## src/rtl/chip_access_sequencer_if.sv

```systemverilog
// Bus bundle between the system requester, the access sequencer and the memristor chip pins.
// The slave side is the sequencer; the master side is the requester plus the chip model.
interface chip_access_sequencer_if #(
  parameter int AddrWidth = 5,
  parameter int NumBits   = 4,
  parameter int CntWidth  = 6
);
  logic                         req_valid_i;
  logic                         req_ready_o;
  logic [1:0]                   req_op_i;
  logic [AddrWidth-1:0]         req_row_i;
  logic [AddrWidth-1:0]         req_col_i;
  logic [AddrWidth-1:0]         req_len_i;
  logic                         req_wdata_i;
  logic                         rsp_valid_o;
  logic [NumBits*CntWidth-1:0]  rsp_data_o;
  logic                         busy_o;
  logic [1:0]                   instructions_o;
  logic [AddrWidth-1:0]         addr_row_o;
  logic [AddrWidth-1:0]         addr_col_o;
  logic                         cbl_o;
  logic                         cblen_o;
  logic                         csl_o;
  logic                         cwl_o;
  logic [NumBits-1:0]           bit_out_i;

  modport master (
    output req_valid_i, req_op_i, req_row_i, req_col_i, req_len_i, req_wdata_i, bit_out_i,
    input  req_ready_o, rsp_valid_o, rsp_data_o, busy_o, instructions_o,
           addr_row_o, addr_col_o, cbl_o, cblen_o, csl_o, cwl_o
  );

  modport slave (
    input  req_valid_i, req_op_i, req_row_i, req_col_i, req_len_i, req_wdata_i, bit_out_i,
    output req_ready_o, rsp_valid_o, rsp_data_o, busy_o, instructions_o,
           addr_row_o, addr_col_o, cbl_o, cblen_o, csl_o, cwl_o
  );
endinterface

```

## src/rtl/chip_access_sequencer.sv

```systemverilog
// Sequences program / read / inference accesses to the memristor chip with timed
// setup, active and hold phases, and returns a one-cycle response pulse.
module chip_access_sequencer #(
  parameter int AddrWidth   = 5,
  parameter int NumBits     = 4,
  parameter int CntWidth    = 6,
  parameter int SetupCycles = 2,
  parameter int PulseCycles = 4,
  parameter int SenseCycles = 3,
  parameter int HoldCycles  = 1
) (
  input logic                     clk_sys_in,
  input logic                     rst_sys_in,
  chip_access_sequencer_if.slave  bus
);

  typedef enum logic [2:0] {IDLE, SETUP, ACTIVE, HOLD, DONE} state_t;

  localparam logic [1:0] OP_PROG = 2'b11;
  localparam logic [1:0] OP_RREG = 2'b01;
  localparam logic [1:0] OP_INF  = 2'b00;
  localparam logic [1:0] INSTR_NONDESTRUCT = 2'b01;

  // Counter is loaded with length-1 and the phase ends when it reaches zero.
  localparam logic [7:0] SETUP_LEN = 8'(SetupCycles - 1);
  localparam logic [7:0] PULSE_LEN = 8'(PulseCycles - 1);
  localparam logic [7:0] SENSE_LEN = 8'(SenseCycles - 1);
  localparam logic [7:0] HOLD_LEN  = 8'(HoldCycles - 1);

  state_t                             state;
  logic [7:0]                         cnt;
  logic [1:0]                         op_q;
  logic [AddrWidth-1:0]               last_row;
  logic [AddrWidth-1:0]               last_row_nxt;
  logic [AddrWidth:0]                 row_sum;
  logic [NumBits-1:0]                 sample_p0;
  logic [NumBits-1:0][CntWidth-1:0]   acc;
  logic [NumBits*CntWidth-1:0]        rsp_data;
  logic [1:0]                         instr;
  logic [AddrWidth-1:0]               addr_row;
  logic [AddrWidth-1:0]               addr_col;
  logic                               rsp_valid, cbl, cblen, csl, cwl;

  function automatic logic [CntWidth-1:0] sat_add(input logic [CntWidth-1:0] a, input logic b);
    return (b && (a != {CntWidth{1'b1}})) ? a + CntWidth'(1) : a;
  endfunction

  // The sweep stops at the top row instead of wrapping.
  assign row_sum      = {1'b0, bus.req_row_i} + {1'b0, bus.req_len_i};
  assign last_row_nxt = row_sum[AddrWidth] ? {AddrWidth{1'b1}} : row_sum[AddrWidth-1:0];

  always_ff @(posedge clk_sys_in) begin
    if (rst_sys_in) begin
      state     <= IDLE;
      cnt       <= '0;
      op_q      <= INSTR_NONDESTRUCT;
      last_row  <= '0;
      sample_p0 <= '0;
      acc       <= '0;
      rsp_data  <= '0;
      rsp_valid <= 1'b0;
      instr     <= INSTR_NONDESTRUCT;
      addr_row  <= '0;
      addr_col  <= '0;
      cbl       <= 1'b0;
      cblen     <= 1'b0;
      csl       <= 1'b0;
      cwl       <= 1'b0;
    end else begin
      case (state)
        IDLE: begin
          if (bus.req_valid_i) begin
            state    <= SETUP;
            cnt      <= SETUP_LEN;
            op_q     <= bus.req_op_i;
            instr    <= bus.req_op_i;
            addr_row <= bus.req_row_i;
            addr_col <= bus.req_col_i;
            last_row <= last_row_nxt;
            cbl      <= (bus.req_op_i == OP_PROG) && bus.req_wdata_i;
            acc      <= '0;
          end
        end
        // setup -> active: raise the op-specific strobes
        SETUP: begin
          if (cnt == 8'd0) begin
            state <= ACTIVE;
            cnt   <= (op_q == OP_PROG) ? PULSE_LEN : SENSE_LEN;
            csl   <= 1'b1;
            cwl   <= (op_q != OP_RREG);
            cblen <= (op_q == OP_PROG);
          end else begin
            cnt <= cnt - 8'd1;
          end
        end
        // active -> hold: capture the chip data lines on the closing edge
        ACTIVE: begin
          if (cnt == 8'd0) begin
            state     <= HOLD;
            cnt       <= HOLD_LEN;
            csl       <= 1'b0;
            cwl       <= 1'b0;
            cblen     <= 1'b0;
            sample_p0 <= bus.bit_out_i;
            if (op_q == OP_INF) begin
              for (int k = 0; k < NumBits; k++) acc[k] <= sat_add(acc[k], bus.bit_out_i[k]);
            end
          end else begin
            cnt <= cnt - 8'd1;
          end
        end
        // hold -> next row or done
        HOLD: begin
          if (cnt == 8'd0) begin
            if ((op_q == OP_INF) && (addr_row != last_row)) begin
              state    <= SETUP;
              cnt      <= SETUP_LEN;
              addr_row <= addr_row + AddrWidth'(1);
            end else begin
              state     <= DONE;
              rsp_valid <= 1'b1;
              cbl       <= 1'b0;
              if (op_q == OP_INF) begin
                rsp_data <= acc;
              end else if (op_q == OP_PROG) begin
                rsp_data <= '0;
              end else begin
                rsp_data                <= '0;
                rsp_data[NumBits-1:0]   <= sample_p0;
              end
            end
          end else begin
            cnt <= cnt - 8'd1;
          end
        end
        DONE: begin
          state     <= IDLE;
          rsp_valid <= 1'b0;
          instr     <= INSTR_NONDESTRUCT;
        end
        default: state <= IDLE;
      endcase
    end
  end

  assign bus.req_ready_o    = (state == IDLE) && !rst_sys_in;
  assign bus.busy_o         = (state != IDLE);
  assign bus.rsp_valid_o    = rsp_valid;
  assign bus.rsp_data_o     = rsp_data;
  assign bus.instructions_o = instr;
  assign bus.addr_row_o     = addr_row;
  assign bus.addr_col_o     = addr_col;
  assign bus.cbl_o          = cbl;
  assign bus.cblen_o        = cblen;
  assign bus.csl_o          = csl;
  assign bus.cwl_o          = cwl;

endmodule

```

## src/flat_wrapper.sv

```systemverilog
// flat-port wrapper written by rule: the top's interface ports become plain ports
module chip_access_sequencer_flat 
#(
  parameter int AddrWidth   = 5,
  parameter int NumBits     = 4,
  parameter int CntWidth    = 6,
  parameter int SetupCycles = 2,
  parameter int PulseCycles = 4,
  parameter int SenseCycles = 3,
  parameter int HoldCycles  = 1
)
  (clk_sys_in, rst_sys_in, bus_req_valid_i, bus_req_op_i, bus_req_row_i, bus_req_col_i, bus_req_len_i, bus_req_wdata_i, bus_bit_out_i, bus_req_ready_o, bus_rsp_valid_o, bus_rsp_data_o, bus_busy_o, bus_instructions_o, bus_addr_row_o, bus_addr_col_o, bus_cbl_o, bus_cblen_o, bus_csl_o, bus_cwl_o);
  chip_access_sequencer_if #(.AddrWidth(AddrWidth), .NumBits(NumBits), .CntWidth(CntWidth)) bus_i ();
  input logic clk_sys_in;
  input logic rst_sys_in;
  input wire logic [$bits(bus_i.req_valid_i)-1:0] bus_req_valid_i;
  input wire logic [$bits(bus_i.req_op_i)-1:0] bus_req_op_i;
  input wire logic [$bits(bus_i.req_row_i)-1:0] bus_req_row_i;
  input wire logic [$bits(bus_i.req_col_i)-1:0] bus_req_col_i;
  input wire logic [$bits(bus_i.req_len_i)-1:0] bus_req_len_i;
  input wire logic [$bits(bus_i.req_wdata_i)-1:0] bus_req_wdata_i;
  input wire logic [$bits(bus_i.bit_out_i)-1:0] bus_bit_out_i;
  output wire logic [$bits(bus_i.req_ready_o)-1:0] bus_req_ready_o;
  output wire logic [$bits(bus_i.rsp_valid_o)-1:0] bus_rsp_valid_o;
  output wire logic [$bits(bus_i.rsp_data_o)-1:0] bus_rsp_data_o;
  output wire logic [$bits(bus_i.busy_o)-1:0] bus_busy_o;
  output wire logic [$bits(bus_i.instructions_o)-1:0] bus_instructions_o;
  output wire logic [$bits(bus_i.addr_row_o)-1:0] bus_addr_row_o;
  output wire logic [$bits(bus_i.addr_col_o)-1:0] bus_addr_col_o;
  output wire logic [$bits(bus_i.cbl_o)-1:0] bus_cbl_o;
  output wire logic [$bits(bus_i.cblen_o)-1:0] bus_cblen_o;
  output wire logic [$bits(bus_i.csl_o)-1:0] bus_csl_o;
  output wire logic [$bits(bus_i.cwl_o)-1:0] bus_cwl_o;
  assign bus_i.req_valid_i = bus_req_valid_i;
  assign bus_i.req_op_i = bus_req_op_i;
  assign bus_i.req_row_i = bus_req_row_i;
  assign bus_i.req_col_i = bus_req_col_i;
  assign bus_i.req_len_i = bus_req_len_i;
  assign bus_i.req_wdata_i = bus_req_wdata_i;
  assign bus_i.bit_out_i = bus_bit_out_i;
  assign bus_req_ready_o = bus_i.req_ready_o;
  assign bus_rsp_valid_o = bus_i.rsp_valid_o;
  assign bus_rsp_data_o = bus_i.rsp_data_o;
  assign bus_busy_o = bus_i.busy_o;
  assign bus_instructions_o = bus_i.instructions_o;
  assign bus_addr_row_o = bus_i.addr_row_o;
  assign bus_addr_col_o = bus_i.addr_col_o;
  assign bus_cbl_o = bus_i.cbl_o;
  assign bus_cblen_o = bus_i.cblen_o;
  assign bus_csl_o = bus_i.csl_o;
  assign bus_cwl_o = bus_i.cwl_o;
  chip_access_sequencer #(.AddrWidth(AddrWidth), .NumBits(NumBits), .CntWidth(CntWidth), .SetupCycles(SetupCycles), .PulseCycles(PulseCycles), .SenseCycles(SenseCycles), .HoldCycles(HoldCycles)) u_core (.clk_sys_in(clk_sys_in), .rst_sys_in(rst_sys_in), .bus(bus_i));
endmodule
```

## config.mk

```make
export PLATFORM = sky130hd
export DESIGN_NAME = chip_access_sequencer_flat
export DESIGN_NICKNAME = d
export VERILOG_FILES = /design/src/rtl/chip_access_sequencer_if.sv /design/src/rtl/chip_access_sequencer.sv /design/src/flat_wrapper.sv
export SDC_FILE = /design/constraint.sdc
export NUM_CORES = 1
export LEC_CHECK = 0
export BUFFER_PORTS_ARGS = -buffer_cell sky130_fd_sc_hd__buf_2
export CORE_UTILIZATION = 55
export CTS_CLUSTER_DIAMETER = 40
export CTS_CLUSTER_SIZE = 16
export DETAILED_ROUTE_END_ITERATION = 7
export PLACE_DENSITY = 0.77
export SLEW_MARGIN = 30
export SYNTH_ARGS = -nofsm -noshare
export SYNTH_HDL_FRONTEND = slang
export SYNTH_SLANG_ARGS = --single-unit
export TNS_END_PERCENT = 10
```

## constraint.sdc

```tcl
create_clock -name clk_sys_in -period 2.5 [get_ports clk_sys_in]
set_input_delay 0.375 -clock clk_sys_in [delete_from_list [all_inputs] [get_ports clk_sys_in]]
set_output_delay 0.375 -clock clk_sys_in [all_outputs]
set_load 0.1 [all_outputs]
```

# == Word-level counts from Yosys, hierarchy flattened ==
# Index checks and enable logic that the tools add are counted.
# op_classes
n_eq_ne,24
n_bitwise,1
muxes,44
n_reduce_logical,32
addsub,7
# op_table
operator,count
$mux W24,4
$pmux W24 S2,1
$mux W8,5
$pmux W8 S4,1
$add A6 B1 Y6 const B,4
$mux W6,4
$ne A6 B6 Y1 const B,4
$mux W5,4
$ne A2 B1 Y1 const B,10
$reduce_and A5 Y1,4
$mux W3,5
$pmux W3 S4,1
$reduce_and A3 Y1,4
$reduce_and A4 Y1,3
$mux W1,10
$pmux W1 S2,5
$pmux W5 S2,1
$reduce_bool A2 Y1,5
$logic_not A8 Y1,1
$sub A8 B1 Y8 const B,1
$logic_and A1 B1 Y1,7
$add A5 B5 Y6,1
$eq A3 B2 Y1 const B,2
$reduce_and A2 Y1,3
other kinds (16),18
# word_totals
elab_cells,126
input_bits,25
reg_bits,87

# == Logic depth before layout (Yosys ltp) ==
# depth
depth_word,6
depth_mapped,9
ltp_nobuf,7

# == Worst setup path after synthesis ==
# OpenSTA, ideal clock, no wires.
# synth_timing
path_type,register to output
startpoint,reg u_core.state[2]
endpoint,out bus_req_ready_o
path_buffers,0
arrival_time_ps,2569
path_stages_with_launch,3
slack_ps,-444
cell_sequence,dfxtp_1 or3_1 nor2_1
# synth_between
elab_chain_len,2
# synth_lines
item,line,rtl
start: declaration,chip_access_sequencer.sv:30,state_t state;
start signal: assignment,chip_access_sequencer.sv:54,state <= IDLE;
start signal: assignment,chip_access_sequencer.sv:73,state <= SETUP;
start signal: assignment,chip_access_sequencer.sv:87,state <= ACTIVE;
$logic_not A3 Y1,chip_access_sequencer.sv:146,assign bus.req_ready_o = (state == IDLE) && !rst_sys_in;
$logic_and A1 B1 Y1,chip_access_sequencer.sv:146,
end: declaration,flat_wrapper.sv:23,output wire logic [$bits(bus_i.req_ready_o)-1:0] bus_req_ready_o;
# Every way passes these cells.

# == Final worst setup path ==
# Same ends and word-level chain as after synthesis.

==> out/results.ini <==
[global_route]
grt_pass1_wl_um = 17630
grt_pass1_vias = 3773
grt_usage = 0.2665
antenna_found_initial = 0
grt_max_degree = 25
overflow = 0

[critical_path]
crit_fanout = 16
cp_slowest_cell = or3_1
end_kind = output pin
cp_data_arrival_time_ns = 1.87
path_cells = or3_1 -> nor2_2 -> buf_2
regToRegSetupSlack_ns = 0.33
crit_required_ns = 2.12
path_buf_inv = 1
critical_path_class = reg -> out
critical_path.top_delay_family = simple AND/OR/NAND/NOR gates
critPathLaunchType = register
slowest_delay_ns = 0.51

[cells_and_area]
fin_util = 0.6604
fill_cells = 678
postLayoutCellArea_sq_mm = 0.004867
drive_gt1_frac = 0.2081
n_antenna_cell = 0
layout.nets = 629
area_growth_pct = 14.48

[power]
leakagePower_nw = 1.866
ir_drop_uv = 648.6
p_per_area_mw_per_mm2 = 1081

[drt]
wl_per_cell_um = 14.89
drc = 0
vias = 4098
first_pass_iters = 6
drt_first_iter_violations = 251
finalWirelength_um = 10350
route.antenna.remaining_nets = 0
vias_per_cell = 5.896

[yosys]
syn_area_sq_mm = 0.004252
synth-async-reset-ratio = 0
seq_area_frac_synth = 0.4097
syn_inst = 527
synth.distinct_cells = 58
synth_edf_count = 0
synthFlopType = dfxtp_1
ys_ff_latch = 87
synth_warnings = 0
avgSynthCellArea_sq_um = 8.068
synth_nets = 564

[clocking]
clk-insertion-delay-late_ns = 0.37
clockBufferDepth = 2
post_cts_buffers = 0
cts-resized-gates = 0
cts_tree = built
cts_hold_buf = 0
numCtsBuffers = 9
cts.clk_slew.worst_paths_ns = 0.08
cts-root-buf = clkbuf_8
cts.sinks = 87
htree_levels = 3

[placed_design]
gp_congestion = 0.8709
dp_slack_ns = 0.3782
io_buffers = 67
post-dp-hpwl_um = 7316
placed_cell_area_sq_mm = 0.004697

[floorplanning]
io_pins = 68
die_y_um = 89.92
die_area_sq_mm = 0.008086
start_util = 0.5769
coreArea_sq_mm = 0.007370
fp.dieW_um = 89.92
rows = 31

[timing]
slew-limit-headroom = 0.5909
min_period_ns = 2.244
fin_ws_ns = 0.2557
slew_viol_final = 0
finalCritPeriodShare = 0.8977
rsz0062_at_grt = false
finClkSkew_ns = 0.008919
timing.fmax_mhz = 445.6
worst_pin_slew_ns = 0.6114
finalSetupTns_ns = 0
hold_viol = 0
setup_violations = 0
fin_hold_ws_ns = 0.2442

[flow_run]
maxCapViolations = 0

[hold_path]
hold_class = in -> reg

[status]
status = finished, final reports clean

-- synth_stat cells, drive strengths merged, types with 3 or more instances --
cell type / count / area share
nand2: 95 / 0.084
dfxtp: 87 / 0.41
a21oi: 84 / 0.10
nand3: 49 / 0.058
o21ai: 33 / 0.039
clkbuf: 24 / 0.021
or3: 20 / 0.029
nor2: 14 / 0.012
ha: 11 / 0.032
inv: 11 / 0.0097
xnor2: 8 / 0.016
nor3: 7 / 0.0094
a31o: 6 / 0.014
buf: 6 / 0.013
mux2i: 6 / 0.014
or4: 6 / 0.011
o31ai: 5 / 0.0088
a21o: 4 / 0.0071
nand4: 4 / 0.0059
o32ai: 4 / 0.013
nor2b: 3 / 0.0044
nor3b: 3 / 0.0065
nor4: 3 / 0.0079
o2111ai: 3 / 0.0062
o21a: 3 / 0.0056
o22ai: 3 / 0.0044
-- layout make-up --
cell class | instances | area, sq um | share of cell area
multi-input cells | 399 | 2327 | 0.4781
flip-flops and latches | 87 | 1742 | 0.3578
repair buffers | 84 | 462.9 | 0.09512
clock buffers | 9 | 123.9 | 0.02545
well taps | 99 | 123.9 | 0.02545
clock inverters | 6 | 46.29 | 0.009512
inverters | 11 | 41.29 | 0.008483
-- report_power, final --
part | switching [mW] | internal, mW
registers | 0.244 | 1.57
logic | 1.81 | 0.750
clock network | 0.523 | 0.362
-- routing by layer --
metal	GRT usage	wire length (um)	vias to the layer above
met3	0.05161	746	11
met2	0.4179	4679	172
met4	0.09274	96	0
met5	0	0	-
li1	-	-	2036
met1	0.3674	4829	1879
-- tightest hold or removal path: stages --
cell and delay [ns]:
buf_2 0.09, nand2_1 0.04, a21oi_1 0.05
-- cell usage in the layout, fill, tap and decap left out, types with 9 or more instances in the layout --
master    synthesis  routed
a21oi_1          78      78
buf_2             1      67
buf_4             0      17
clkbuf_8          0       9
dfxtp_1          87      87
ha_1             11      11
inv_1            10      10
nand2_1          94      94
nand3_1          49      49
nor2_1           14      13
o21ai_0          29      29
or3_1            20      20
-- sequential cells by signal, indices dropped and copies added (netlist names) --
signal	flops
u_core.acc	24
u_core.bus.addr_col_o	5
u_core.bus.addr_row_o	5
u_core.bus.cbl_o	1
u_core.bus.cblen_o	1
u_core.bus.csl_o	1
u_core.bus.cwl_o	1
u_core.bus.instructions_o	2
u_core.bus.rsp_data_o	24
u_core.bus.rsp_valid_o	1
u_core.cnt	8
u_core.last_row	5
u_core.op_q	2
u_core.sample_p0	4
u_core.state	3
-- final timing paths --
kind                            cells past startpoint                               endpoint                                   from
worst max-delay path                                3                        bus_req_ready_o           u_core.state[2]$_SDFFE_PP0P_
worst min register to register                      2  u_core.bus.rsp_data_o[5]$_SDFFE_PP0P_  u_core.bus.rsp_data_o[5]$_SDFFE_PP0P_
worst min-delay path                                3  u_core.bus.addr_col_o[1]$_SDFFE_PP0P_                       bus_req_col_i[1]
worst max register to register                      5            u_core.acc[23]$_SDFFE_PP0P_           u_core.state[1]$_SDFFE_PP0P_
-- kinds of logic after synthesis --
kind of cell	Yosys count	share of synthesized area
simple gates	212	0.2443
compound gates	160	0.2328
flops	87	0.4097
buf+inv	41	0.04355
fa+ha+maj	12	0.03708
xor+xnor	9	0.01854
mux	6	0.01413
-- per-stage QoR --
stage | power, mW | instances
2_1_floorplan | 3.761 | 527
3_3_place_gp | 4.309 | 680
3_5_place_dp | 4.365 | 680
4_1_cts | 5.244 | 695
5_1_grt | 5.571 | 695
6_report | 5.264 | 695
Power figures use the tool's default switching activity.
